## config.mk

```make
export PLATFORM = sky130hd
export DESIGN_NAME = pipe_elastic_stage
export DESIGN_NICKNAME = d
export VERILOG_FILES = /design/src/rtl/pipe_elastic_stage_pkg.sv /design/src/rtl/pipe_wrap_ptr.sv /design/src/rtl/pipe_elastic_stage.sv
export SDC_FILE = /design/constraint.sdc
export NUM_CORES = 1
export LEC_CHECK = 0
export ABC_AREA = 1
export CORE_MARGIN = 10
export CORE_UTILIZATION = 30
export DETAILED_ROUTE_END_ITERATION = 10
export PLACE_DENSITY = 0.64
export SLEW_MARGIN = 15
export SYNTH_ARGS = -nofsm -noshare
export SYNTH_HDL_FRONTEND = slang
export SYNTH_SLANG_ARGS = --single-unit
export TNS_END_PERCENT = 100
```

## constraint.sdc

```tcl
create_clock -name clk -period 8.1 [get_ports clk]
set_input_delay 1.62 -clock clk [delete_from_list [all_inputs] [get_ports clk]]
set_output_delay 1.62 -clock clk [all_outputs]
set_load 0.01 [all_outputs]
```

## src/rtl/pipe_elastic_stage_pkg.sv

```systemverilog
// pipe_elastic_stage_pkg: stage payload structs, their widths, hazard control and pointer sizing
package pipe_elastic_stage_pkg;

    typedef struct packed {
        logic [31:0] pc;
        logic [31:0] instr;
    } data_fetch_t;

    typedef struct packed {
        logic [31:0] pc;
        logic [4:0]  rd;
        logic [4:0]  rs1;
        logic [4:0]  rs2;
        logic [31:0] imm;
        logic [3:0]  alu_op;
    } data_decode_t;

    typedef struct packed {
        logic [31:0] pc;
        logic [4:0]  rd;
        logic [31:0] result;
        logic [31:0] store_data;
        logic        mem_rd;
        logic        mem_wr;
    } data_execute_t;

    typedef struct packed {
        logic [4:0]  rd;
        logic [31:0] result;
        logic        reg_wr;
    } data_memory_t;

    localparam int FETCH_W   = $bits(data_fetch_t);
    localparam int DECODE_W  = $bits(data_decode_t);
    localparam int EXECUTE_W = $bits(data_execute_t);
    localparam int MEMORY_W  = $bits(data_memory_t);

    typedef struct packed {
        logic flush;
        logic stall;
    } stage_ctl_t;

    // a single-entry buffer still needs a 1-bit pointer
    function automatic int ptr_w(input int depth);
        return depth > 1 ? $clog2(depth) : 1;
    endfunction

endpackage

```

## src/rtl/pipe_wrap_ptr.sv

```systemverilog
// pipe_wrap_ptr: modulo-DEPTH pointer with increment and synchronous clear
module pipe_wrap_ptr
    import pipe_elastic_stage_pkg::*;
#(
    parameter int DEPTH = 2
) (
    input  logic                       clk,
    input  logic                       reset,
    input  logic                       clear,
    input  logic                       inc,
    output logic [ptr_w(DEPTH)-1:0]    ptr
);
    localparam int PW = ptr_w(DEPTH);
    localparam logic [PW-1:0] LAST = PW'(DEPTH - 1);

    always_ff @(posedge clk)
        if (!reset || clear) ptr <= '0;
        else if (inc) ptr <= ptr == LAST ? '0 : ptr + PW'(1);

endmodule

```

## src/rtl/pipe_elastic_stage.sv

```systemverilog
// pipe_elastic_stage: DEPTH-entry in-order elastic buffer with valid/ready, flush and optional bypass
module pipe_elastic_stage
    import pipe_elastic_stage_pkg::*;
#(
    parameter int WIDTH  = 64,
    parameter int DEPTH  = 2,
    parameter bit BYPASS = 0
) (
    input  logic                         clk,
    input  logic                         reset,
    input  logic                         flush,
    input  logic                         in_valid,
    output logic                         in_ready,
    input  logic [WIDTH-1:0]             in_data,
    output logic                         out_valid,
    input  logic                         out_ready,
    output logic [WIDTH-1:0]             out_data,
    output logic [$clog2(DEPTH+1)-1:0]   count
);
    localparam int CW = $clog2(DEPTH + 1);
    localparam int PW = ptr_w(DEPTH);
    localparam logic [CW-1:0] FULL = CW'(DEPTH);

    logic [WIDTH-1:0] mem [DEPTH];
    logic [PW-1:0]    rd_ptr, wr_ptr;
    logic             empty, pass, push, pop, wr, rd;

    // pass: empty bypass buffer presents the input directly; a consumed pass-through never touches storage
    always_comb begin
        empty     = count == '0;
        pass      = BYPASS && empty;
        in_ready  = count != FULL;
        out_valid = pass ? in_valid && !flush : !empty;
        out_data  = pass ? in_data : empty ? '0 : mem[rd_ptr];
        push      = in_valid && in_ready && !flush;
        pop       = out_valid && out_ready && !flush;
        wr        = push && !(pass && pop);
        rd        = pop && !pass;
    end

    always_ff @(posedge clk)
        if (!reset || flush) count <= '0;
        else if (wr && !rd) count <= count + CW'(1);
        else if (rd && !wr) count <= count - CW'(1);

    always_ff @(posedge clk)
        if (!reset) for (int i = 0; i < DEPTH; i++) mem[i] <= '0;
        else if (wr) mem[wr_ptr] <= in_data;

    pipe_wrap_ptr #(.DEPTH(DEPTH)) u_wr_ptr (
        .clk   (clk),
        .reset (reset),
        .clear (flush),
        .inc   (wr),
        .ptr   (wr_ptr)
    );

    pipe_wrap_ptr #(.DEPTH(DEPTH)) u_rd_ptr (
        .clk   (clk),
        .reset (reset),
        .clear (flush),
        .inc   (rd),
        .ptr   (rd_ptr)
    );

endmodule

```

* Word level (Yosys, flattened, before mapping)
Memories as Yosys holds them, arrays and structs flattened. A register that Yosys moved wholly into a read port is not among the register bits.
Index checks and enable logic that the tools add are counted.
** Storage, ports and cells
- Flip-flop bits (word level) :: 4
- Memory bits (writable) :: 128
- Bits of input ports :: 69
- Output and inout bits :: 68
- Logic and storage cells :: 38
- Memories kept :: 1
** Operators by class
- $add $sub $neg :: 4
- Equality and inequality tests :: 1
- Mux-type cells :: 14
- Reduce and logical (&&, ||, !) cells :: 15
** Memory list
- mem :: depth 2, width 64, read ports 1, clocked after memory_dff 1, write ports 2, RTL line pipe_elastic_stage.sv:24 : logic [WIDTH-1:0] mem [DEPTH];
** Operators with widths (number)
- $mux W64 :: 2
- $reduce_or A64 Y1 :: 1
- $mux W1 :: 10
- $logic_and A1 B1 Y1 :: 6
- $logic_not A1 Y1 :: 5
- $mux W2 :: 2
- $add A1 B1 Y1 const B :: 2
- $add A2 B1 Y2 const B :: 1
- $logic_not A2 Y1 :: 1
- $ne A2 B2 Y1 const B :: 1
- $reduce_bool A2 Y1 :: 1
- $sub A2 B1 Y2 const B :: 1
- $logic_or A1 B1 Y1 :: 1

* Depth between registers and ports, before layout
Gate-level depths: netlist of the first run.
- Word-level depth :: 8
- Depth in mapped cells :: 13
- Gate-level depth less buffers :: 11

* Hierarchy
A second synthesis of the first run with hierarchy kept.
** Second synthesis, totals
- Cell total of the unflattened synthesis :: 597
- Area total of the unflattened synthesis :: 6661.4 um^2
** By module, submodules not included
- pipe_elastic_stage :: instances 1, cells an instance 579, area an instance 6556.3 um^2, seq. area each 3883.7 um^2
- pipe_wrap_ptr :: instances 2, cells an instance 9, area an instance 52.6 um^2, seq. area each 20.0 um^2

* Worst setup path after synthesis of the first run
OpenSTA, ideal clock, no wires.
- Path kind :: in2reg
- Start point :: input port reset
- End point :: memory mem[1][0] (enable)
- Setup time :: 574 ps
- Data arrival time :: 6478 ps
- Data required time :: 7526 ps
- Setup slack :: 1048 ps
- Cell stages on the path :: 5
- Buffers on the path :: 1
- Cell sequence :: inv_2 -> nor2_4 -> nand2_1 -> buf_6 -> o21ai_0
** RTL lines
- start, declared :: RTL line pipe_elastic_stage.sv:10 : input logic reset,
- end, declared :: RTL line pipe_elastic_stage.sv:24

==> flow_summary.toml, run 1 <==
[status]
status = "finished, final reports clean"

[route]
route.vias.total = 4653
ant_nets = 0
drt_first_pass_iters = 4
via_per_inst = 4.60
finalWirelength_mm = 17.1
drt_iter0_drc = 212
drc = 0
wire_per_inst_microns = 17.0

[global_routing]
grtUsageMet1_pct = 13.9
grt_util_met2_pct = 21.6
grt_pass1_vias = 5065
globalRouteTotalUtil_pct = 12.3
grt_util_met3_pct = 3.87
grt_max_degree = 67
top_usage_layer = "met2"
grt_pass1_wl_mm = 27.7
grt_overflow = 0
antenna_found_initial = 0

[clock_tree]
ctsHoldBuffers = 0
clk_path_buf_depth = 2
cts_tree = "yes"
root_buffer = "clkbuf_16"
clock_sinks = 133
h-tree-depth = 4
clk_latency_ns = 0.41
clkSlewWorstSetupHoldPaths_ns = 0.05
post_cts_buffers = 0
cts_inserted_buffers = 17
ctsResizeCount = 0

[final_layout]
diodes = 0
final_cells = 1011
layout_commonest_cell = "clkdlybuf4s50_1"
drive_above_1_share_pct = 19.7
final_nets = 789
fill_cells = 2134
area_delta_synth_final_pct = 31.5
mostFrequentLayoutCells = "136 x clkdlybuf4s50_1, 135 x nand2_1, 128 x edfxtp_1"

[timing]
setup_viol = 0
tightest_slew_ns = 1.11
fin_crit_sh_pct = 55.0
slew_headroom_pct = 26.2
fin_skew_ns = 0.00731
holdWs_ns = 0.491
fmax_ghz = 0.224
rsz0062_at_grt = "no"
min_period_ns = 4.46
layout_setup_ws_ns = 3.64
setup_tns_ns = 0
maxSlewViolCount = 0
final-hold-violation-count = 0

[worst_setup_path]
cp-start-kind = "primary input"
crit_fanout = 65
required_ns = 8.16
end_kind = "register"
path_class = "in -> reg"
cp.arrival_ns = 4.51

[die]
start_util_pct = 30.4
die_w_microns = 169
ioPinCount = 137
rows = 54
die_y_microns = 169
core_area_sq_um = 21800
die-area_sq_um = 28500

[logic_synthesis]
postSynthAreaPerCell_sq_um = 11.0
ys_top_cells_by_area = "edfxtp_1 58%, nor3_2 15%, nand2_1 7.8%"
ys_types = 21
synth.net_count = 675
syn-cell-area_sq_um = 6640
synth_top_area_cell = "edfxtp_1"
synth-seq-cells = 133
ys_seq_area_share_pct = 59.4
synth_warnings = 0
syn_inst = 605
synth_top_area_share_pct = 57.9

[power_and_ir_drop]
pwr_density_cell_nw_per_um2 = 200
power.leakage_nw = 3.13
power_w = 0.00174
peakVddDrop_v = 0.000127

[placed_design]
dp_hpwl_mm = 10.2
dp.cells = 979
globalplace.congestion = 0.688
dp_slack_ns = 2.78
port_buffers = 136

[flow_run]
drv_cap = 0

[worst_hold_path]
min_path_type = "reg -> reg"
synthesized netlist by cell type, drive strengths merged:
| cell | n |
|---|---|
| nor3 | 128 |
| edfxtp | 128 |
| nor2 | 9 |
| buf | 40 |
| nand2 | 139 |
| ha | 1 |
| dfxtp | 5 |
| a21oi | 66 |
| inv | 75 |
| nand3 | 1 |
| clkbuf | 8 |
| o21ai | 3 |
| nand4 | 2 |
cell type report:
type	instances	area (sq um)	share of cell area (%)
sequential	133	3950	45.2
timing repair buffer	143	1430	16.4
clock inverter	13	140	1.61
tap	280	350	4.02
inverter	75	285	3.27
clock buffer	18	429	4.92
multi-input combinational	349	2140	24.5
flip-flops by register name, summed over array words and instances (netlist names), named ones only:
signal and count:
count 2, mem 128, u_rd_ptr.ptr 1, u_wr_ptr.ptr 1
path summary, 6_finish.rpt:
kind	from	to	slack (ns)	cells after the start
min	u_rd_ptr.ptr	u_rd_ptr.ptr	0.49	2
min reg2reg	u_rd_ptr.ptr	u_rd_ptr.ptr	0.49	2
max reg2reg	u_wr_ptr.ptr	mem[1][11]	5.36	4
max	reset	mem[1][11]	3.64	7
where the power goes:
group          internal, W  leakage [nW]  total [W]  switching, W
Combinational    0.0000718          1.47   0.000184      0.000112
Clock             0.000475         0.275   0.000758      0.000283
Sequential        0.000792          1.39   0.000801    0.00000978
Total              0.00134          3.13    0.00174      0.000404
logic make-up after synthesis:
| kind of cell | share of synthesized area [%] |
|---|---|
| compound gates | 5.20 |
| fa+ha+maj | 0.189 |
| buf+inv | 9.05 |
| flops | 59.4 |
| simple gates | 26.1 |
stage by stage:
stage          cell area [sq um]  util [%]
4_1_cts                     8690      39.8
5_1_grt                     8720      40.0
3_5_place_dp                8130      37.2
6_report                    8720      40.0
3_3_place_gp                8120      37.2
2_1_floorplan               6640         -
per-layer routing:
| metal | wire length [microns] | up-vias | share of wire (%) |
|---|---|---|---|
| met5 | 0 | - | 0 |
| met4 | 245 | 0 | 1.4 |
| met3 | 912 | 18 | 5.3 |
| met2 | 8600 | 109 | 50 |
| met1 | 7380 | 2251 | 43 |
| li1 | - | 2275 | - |
critical path: stages:
cell and delay [ns]:
clkdlybuf4s50_1 0.61, clkinv_2 0.13, nor2_4 0.15, nand2_4 0.55, o21ai_4 0.75, buf_16 0.24, buf_4 0.43
Note: power is estimated with default switching activity, not from simulation.
==> run 2: changes to the inputs <==
- clock period: 8.1 -> 4.1 ns (I/O delays scaled with it)
==> flow_summary.toml, run 2 (synthesized netlist as in run 1, its figures left out) <==
[status]
status = "finished, final reports clean"

[power_and_ir_drop]
switching_share_pct = 24.0
internal_power_w = 0.00253
switching_power_w = 0.000798
peakVddDrop_v = 0.000319
pwr_density_cell_nw_per_um2 = 381
seqPwrFrac_pct = 47.6
power_w = 0.00333
combPwrFrac_pct = 11.1
p_clk_share_pct = 41.4
power.leakage_nw = 3.13

[clock_tree]
cts_tree = "yes"
post_cts_buffers = 0
clkSlewWorstSetupHoldPaths_ns = 0.05
root_buffer = "clkbuf_16"
clock_sinks = 133
ctsResizeCount = 0
cts_inserted_buffers = 17
h-tree-depth = 4
clk_latency_ns = 0.41
ctsHoldBuffers = 0
clk_path_buf_depth = 2

[flow_run]
drv_cap = 0

[global_routing]
grt_overflow = 0
grt_pass1_wl_mm = 27.7
globalRouteTotalUtil_pct = 12.5
grt_max_degree = 65
antenna_found_initial = 1
grt_pass1_vias = 4962

[placed_design]
dp_hpwl_mm = 10.8
port_buffers = 136
globalplace.congestion = 0.717
dp_slack_ns = 1.09

[worst_setup_path]
cp.arrival_ns = 2.56
crit_fanout = 29
reg2reg_slack_ns = 1.98
end_kind = "output port"
r2r-start = "count[0]"
path_class = "reg -> out"
rr_endpoint = "mem[1][50]"
cp-start-kind = "register"
reg2reg_depth = 5
required_ns = 3.28

[worst_hold_path]
min_to = "u_rd_ptr.ptr"
hold_start = "u_rd_ptr.ptr"
min_path_cells = 2
min_path_type = "reg -> reg"

[timing]
maxSlewViolCount = 0
rsz0062_at_grt = "no"
fmax_ghz = 0.296
final-hold-violation-count = 0
slew_headroom_pct = 26.9
tightest_slew_ns = 1.10
layout_setup_ws_ns = 0.723
setup_viol = 0
fin_skew_ns = 0.00734
fin_crit_sh_pct = 82.4
setup_tns_ns = 0
min_period_ns = 3.38

[final_layout]
mostFrequentLayoutCells = "136 x clkdlybuf4s50_1, 135 x nand2_1, 128 x edfxtp_1"
fill_cells = 2160
final_nets = 793
drive_above_1_share_pct = 20.0
final_core_util_pct = 40.0
layout_commonest_cell = "clkdlybuf4s50_1"
top_regs = "mem: 128 flops, count: 2 flops"
area_delta_synth_final_pct = 31.5
max_flop_register = "mem"
largest_register_ffs = 128

[die]
die_y_microns = 169
rows = 54
ioPinCount = 137
start_util_pct = 30.4
core_area_sq_um = 21800
die-area_sq_um = 28500
die_w_microns = 169

[route]
drt_first_pass_iters = 4
drc = 0
via_per_inst = 4.59
route.vias.total = 4667
drt_iter0_drc = 264
finalWirelength_mm = 17.5
wire_per_inst_microns = 17.2
ant_nets = 0
==> run 2: cell types whose count changed in the layout (fill, tap and decap cells not counted), sizes merged <==
cell / before / now
buf: 7 / 11
bufinv: 3 / 1
clkbuf: 18 / 20
clkinv: 9 / 10
diode: 0 / 1
==> run 2: final cells by class <==
type	instances	area, sq um	share of cell area [%]
Multi-Input combinational cell	349	2140	24.5
Clock inverter	12	88.8	1.02
Inverter	75	283	3.24
Clock buffer	20	437	5.00
Antenna cell	1	2.50	0.0287
Tap cell	280	350	4.01
Timing Repair Buffer	147	1480	17.0
Sequential cell	133	3950	45.2
==> run 2: per-stage QoR <==
stage	hold slack, ns	std cells	cell area, sq um
2_1_floorplan	0.467	605	6640
3_3_place_gp	0.478	984	8200
3_5_place_dp	0.494	984	8200
4_1_cts	0.509	1016	8720
5_1_grt	0.556	1016	8720
6_report	0.508	1017	8730
==> run 2: critical path, stage by stage (launching register included) <==
cell and delay, ns:
dfxtp_2 0.46, inv_2 0.33, buf_4 0.40, nand2_1 0.09
a21oi_1 0.26, clkdlybuf4s50_1 0.60
==> run 2: metal layers <==
metal	GRT usage (%)	vias up	part of all wire, %
met5	0	-	0
li1	-	2284	-
met2	21.7	115	51
met4	4.28	0	1.3
met3	3.91	16	5.5
met1	14.3	2252	43
==> run 2: worst max-delay path by stage <==
stage	from	end	slack, ns
finish	register	out_data[17]	0.72
global placement	reset	mem[1][52]	1.11
detailed placement	reset	mem[1][56]	1.09
global route	register	out_data[16]	0.58
floorplan	reset	mem[1][0]	0.82
CTS	register	out_data[17]	0.66
==> run 2: power by group through the flow <==
| stage | clock network [W] | logic, W | registers [W] |
|---|---|---|---|
| final | 0.00138 | 0.000368 | 0.00158 |
| after global routing | 0.00147 | 0.000405 | 0.00159 |
| after global placement | 0 | 0.000375 | 0.00161 |
| after floorplan | 0 | 0.000203 | 0.00161 |
| after CTS | 0.00140 | 0.000380 | 0.00158 |
| after detailed placement | 0 | 0.000378 | 0.00161 |
